## src/rtl/in_port_fifo_if.sv

```systemverilog
// ============================================================================
// in_port_fifo_if : producer handshake and CPU-side read bus of the input port
// Rev 1.0
// ============================================================================
`default_nettype none

interface in_port_fifo_if #(
   parameter int DATA_W = 32,
   parameter int CNT_W  = 3
);
   logic [DATA_W-1:0] ext_data;
   logic              ext_valid;
   logic              ext_ready;
   logic              InPortOut;
   logic [DATA_W-1:0] BusMuxInPort;
   logic              in_empty;
   logic              in_full;
   logic [CNT_W-1:0]  in_count;
   logic              underflow;

   modport slave (
      input  ext_data, ext_valid, InPortOut,
      output ext_ready, BusMuxInPort, in_empty, in_full, in_count, underflow
   );

   modport master (
      output ext_data, ext_valid, InPortOut,
      input  ext_ready, BusMuxInPort, in_empty, in_full, in_count, underflow
   );
endinterface

`default_nettype wire

```

## src/rtl/in_port_fifo.sv

```systemverilog
// ============================================================================
// in_port_fifo : input-port FIFO for the "in" instruction, edge-detected pop
// Rev 1.0
// ============================================================================
`default_nettype none

module in_port_fifo #(
   parameter int DATA_W = 32,
   parameter int DEPTH  = 4,
   parameter int CNT_W  = 3
) (
   input  wire logic      clock,
   input  wire logic      clear,
   in_port_fifo_if.slave  port
);
   localparam int c_PTR_W = CNT_W - 1;

   logic [DATA_W-1:0]  r_mem [DEPTH];
   logic [c_PTR_W-1:0] r_wr_ptr;
   logic [c_PTR_W-1:0] r_rd_ptr;
   logic [CNT_W-1:0]   r_count;
   logic               r_strobe_d;
   logic               r_underflow;

   logic w_empty;
   logic w_full;
   logic w_push;
   logic w_pop_req;
   logic w_pop;

   assign w_empty   = (r_count == '0);
   assign w_full    = (r_count == CNT_W'(DEPTH));
   assign w_push    = port.ext_valid && !w_full;
   // Only the first cycle of a held strobe counts as a read request.
   assign w_pop_req = port.InPortOut && !r_strobe_d;
   assign w_pop     = w_pop_req && !w_empty;

   assign port.ext_ready    = !w_full;
   assign port.in_empty     = w_empty;
   assign port.in_full      = w_full;
   assign port.in_count     = r_count;
   assign port.underflow    = r_underflow;
   assign port.BusMuxInPort = w_empty ? '0 : r_mem[r_rd_ptr];

   always_ff @(posedge clock) begin
      if (w_push) begin
         r_mem[r_wr_ptr] <= port.ext_data;
      end
   end

   always_ff @(posedge clock or posedge clear) begin
      if (clear) begin
         r_wr_ptr    <= '0;
         r_rd_ptr    <= '0;
         r_count     <= '0;
         r_strobe_d  <= 1'b0;
         r_underflow <= 1'b0;
      end else begin
         r_strobe_d <= port.InPortOut;
         if (w_push) begin
            r_wr_ptr <= r_wr_ptr + c_PTR_W'(1);
         end
         if (w_pop) begin
            r_rd_ptr <= r_rd_ptr + c_PTR_W'(1);
         end
         if (w_pop_req && w_empty) begin
            r_underflow <= 1'b1;
         end
         case ({w_push, w_pop})
            2'b10:   r_count <= r_count + CNT_W'(1);
            2'b01:   r_count <= r_count - CNT_W'(1);
            default: r_count <= r_count;
         endcase
      end
   end
endmodule

`default_nettype wire
```

## src/flat_wrapper.sv

```systemverilog
// flat-port wrapper written by rule: the top's interface ports become plain ports
module in_port_fifo_flat 
#(
   parameter int DATA_W = 32,
   parameter int DEPTH  = 4,
   parameter int CNT_W  = 3
)
  (clock, clear, port_ext_data, port_ext_valid, port_InPortOut, port_ext_ready, port_BusMuxInPort, port_in_empty, port_in_full, port_in_count, port_underflow);
  in_port_fifo_if #(.DATA_W(DATA_W), .CNT_W(CNT_W)) port_i ();
  input  wire logic clock;
  input  wire logic clear;
  input wire logic [$bits(port_i.ext_data)-1:0] port_ext_data;
  input wire logic [$bits(port_i.ext_valid)-1:0] port_ext_valid;
  input wire logic [$bits(port_i.InPortOut)-1:0] port_InPortOut;
  output wire logic [$bits(port_i.ext_ready)-1:0] port_ext_ready;
  output wire logic [$bits(port_i.BusMuxInPort)-1:0] port_BusMuxInPort;
  output wire logic [$bits(port_i.in_empty)-1:0] port_in_empty;
  output wire logic [$bits(port_i.in_full)-1:0] port_in_full;
  output wire logic [$bits(port_i.in_count)-1:0] port_in_count;
  output wire logic [$bits(port_i.underflow)-1:0] port_underflow;
  assign port_i.ext_data = port_ext_data;
  assign port_i.ext_valid = port_ext_valid;
  assign port_i.InPortOut = port_InPortOut;
  assign port_ext_ready = port_i.ext_ready;
  assign port_BusMuxInPort = port_i.BusMuxInPort;
  assign port_in_empty = port_i.in_empty;
  assign port_in_full = port_i.in_full;
  assign port_in_count = port_i.in_count;
  assign port_underflow = port_i.underflow;
  in_port_fifo #(.DATA_W(DATA_W), .DEPTH(DEPTH), .CNT_W(CNT_W)) u_core (.clock(clock), .clear(clear), .port(port_i));
endmodule
```

## config.mk

```make
export PLATFORM = sky130hd
export DESIGN_NAME = in_port_fifo_flat
export DESIGN_NICKNAME = d
export VERILOG_FILES = /design/src/rtl/in_port_fifo_if.sv /design/src/rtl/in_port_fifo.sv /design/src/flat_wrapper.sv
export SDC_FILE = /design/constraint.sdc
export NUM_CORES = 1
export LEC_CHECK = 0
export CAP_MARGIN = 5
export CORE_ASPECT_RATIO = 1.1
export CORE_MARGIN = 10
export CORE_UTILIZATION = 40
export CTS_CLUSTER_DIAMETER = 80
export DETAILED_ROUTE_END_ITERATION = 6
export DONT_BUFFER_PORTS = 1
export GPL_TIMING_DRIVEN = 0
export SKIP_LAST_GASP = 1
export SYNTH_ARGS = -nofsm -noshare
export SYNTH_HDL_FRONTEND = slang
export SYNTH_SLANG_ARGS = --single-unit
```

## constraint.sdc

```tcl
create_clock -name clock -period 1.8 [get_ports clock]
set_input_delay 0.36 -clock clock [delete_from_list [all_inputs] [get_ports clock]]
set_output_delay 0.36 -clock clock [all_outputs]
set_load 0.03 [all_outputs]
```

==> reports/results.tsv <==
metric	value	unit
post-synthesis xor/xnor area fraction	0.985	%
required time worst endpoint	1.44	ns
largest fanout on the critical path	10	
final wirelength	12100	microns
GP Congestion	0.654	
post-layout power	14300	uW
die area	18400	sq um
Initial DRT Pass Iterations	6	
RSZ-0062 raised after global routing	yes	
Nets	357	
failing checks	negative setup slack	
CTS tree	yes	
TritonCTS Buffers	17	
endpoint type of the worst setup path	output port	
R2R Path Start	u_core.port.in_count[0]	
Seq/Total Area, Yosys	76.2	%
routed via count	2539	
fmax	460	MHz
Worst Clk Skew	0.0111	ns
async set or reset register ratio after synthesis	6.57	%
clk_lat worst skew	0.42	ns
Post-Synth Simple-Gate Area	5.11	%
fin. max-slew vios	0	
DP HPWL	5830	microns
Synth top cells by count	128 x edfxtp_1, 32 x mux4_2, 32 x nor2b_1	
largest net degree at the start of global routing	17	
Synthesized Nets	288	
Min Clock Period, post-route	2.17	ns
CTS Sinks	137	
number of global-route vias before repair	2724	
Final Core Density	55.1	%
synth unique cells	22	
top_reg_cell synth	edfxtp_1	
DRC viols	0	
Relative slew margins	74.8	%
hold_sp	port_ext_data[16]	
VDD IR max	0.733	mV
pre-CTS WS	-0.564	ns
GRT Util Overall	13.4	%
Worst-Margin Slew	0.378	ns
top-count cell post-synth	edfxtp_1	
boundary pin count	75	
synthesized area	5340	sq um
Cell Pwr Density	1970	nW/um^2
Cell Rows	44	
Finished Cell Area	7250	sq um
Congestion Overflow GR	0	
YS warnings	0	
status	finished with violations	
final worst setup slack	-0.374	ns
routed len/inst	24.8	microns
Starting DRT DRC Count	119	
initial antenna violation count	0	
Worst-path clk slew	0.06	ns
Starting Density	40.6	%
global-route wire length before repair	17400	microns
die height	141	microns
WS Path Type	reg -> out	
Die W	130	microns
Synth area leaders	edfxtp_1 72%, mux4_2 14%, dfrtp_1 4.2%, nor2b_1 3.8%, ha_1 1.2%	
largest family of logic cells by synthesized area	multiplexers	
final setup violation count	163	
multiplexer area fraction after synthesis	13.9	%
Yosys top cell area share	72.0	%
Synth Area in Compound Gates	0.164	%
htree depth	4	
Final Hold Violating Endpoints	0	
Lkg Pwr	0.00263	uW
filler cell count	982	
final worst-path cycle share	121	%
Post-Synth Adder-Cell Area	1.55	%
Clock Path Buffers	2	
Vias/cell	5.21	
ant diodes	0	
area grow syn2layout	35.8	%
Avg Cell Area, Syn	21.7	sq um
Port Buffer Count	0	
Core Area	13200	sq um
Max Cap Violations	0	
Gate Count Post-Synth	246	
post-synth top area cell	edfxtp_1	
CP Launch Type	flop	
Placed Area	5580	sq um
Routed Antenna Nets	0	
CTS root buf	clkbuf_16	
synthesized flop and latch total	137	
Post-synth EDFFs	128	
HP Class	in -> reg	
CP startpoint	u_core.r_rd_ptr[0]	
layout cells sized above 1	51.5	%
WP data arrival	1.81	ns
==> sequential cells by signal (all words and copies together) (netlist names) <==
signal	flops
u_core.port.in_count	3
u_core.port.underflow	1
u_core.r_mem	128
u_core.r_rd_ptr	2
u_core.r_strobe_d	1
u_core.r_wr_ptr	2
==> worst max-delay path: stages, from the launching register on <==
cell     delay [ns]
dfrtp_1        0.38
buf_12         0.16
buf_12         0.16
mux4_2         0.50
nor2b_4        0.18
==> cell type report <==
class                      instances  area, sq um  area share [%]
buffer                            10          180            2.48
clock buffer                      18          429            5.92
clock inverter                    12          158            2.17
inverter                           9         43.8           0.604
multi-input combinational         93         1480            20.4
sequential                       137         4070            56.2
tap                              161          201            2.78
timing repair buffer              47          687            9.47
==> per-stage QoR <==
| step | std cells | hold WS (ns) | setup TNS [ns] |
|---|---|---|---|
| floorplan | 246 | 0.188 | -6.55 |
| global placement | 407 | 0.232 | -75.41 |
| detailed placement | 407 | 0.242 | -77.95 |
| CTS | 468 | 0.0195 | -14.57 |
| global route | 487 | 0.0152 | -29.60 |
| finish | 487 | 0.0368 | -20.48 |
==> cell families after synthesis <==
family,Yosys count
buffers and inverters,20
XOR/XNOR,6
AO/OA/AOI/OAI,1
multiplexers,34
AND/OR/NAND/NOR,42
flip-flops,137
adder cells (fa/ha/maj),6
==> path summary, 6_finish.rpt <==
path                                      endpoint  slack [ns]  cells past startpoint
min                            u_core.r_mem[2][16]        0.04                      0
min in group asynchronous       u_core.r_wr_ptr[0]        0.36                      2
min reg2reg                     u_core.r_wr_ptr[1]        0.59                      1
max in group asynchronous  u_core.port.in_count[2]        1.15                      2
max                          port_BusMuxInPort[16]       -0.37                      4
max reg2reg                u_core.port.in_count[2]       -0.26                     11
==> cell usage in the layout (no fill, tap or decap), drive strengths merged <==
master         n
edfxtp       128
buf           45
nor2b         33
mux4          32
clkbuf        27
dfrtp          9
inv            9
and2           8
clkinv         7
ha             5
xor2           4
bufinv         4
xnor2          2
dlygate4sd3    2
nor3           1
a31o           1
mux2i          1
nand3          1
nor3b          1
mux2           1
and4bb         1
nor2           1
fa             1
clkinvlp       1
bufbuf         1
==> repair_timing <==
action,in CTS,in global routing
endpoints found under the setup margin,165,157
hold buffers,2,0
buffers inserted,23,15
cloned,7,5
resized for setup,99,12
pin swaps,7,2
endpoints found under the hold margin,10,0
==> routing by layer <==
metal,wire length [microns],track usage (%),part of all wire [%],vias to the layer above
li1,-,-,-,1120
met1,4760,15.5,39,1320
met2,6080,20.9,50,81
met3,996,6.19,8.3,18
met4,232,5.69,1.9,0
met5,0,0,0,-
==> power by group <==
group          total (uW)  internal [uW]  switching [uW]  leakage [uW]
Sequential           4570           4230             342       0.00127
Combinational        6240           2980            3260       0.00107
Clock                3470           2270            1200      0.000285
Total               14300           9480            4810       0.00263
Power figures use the tool's default switching activity.
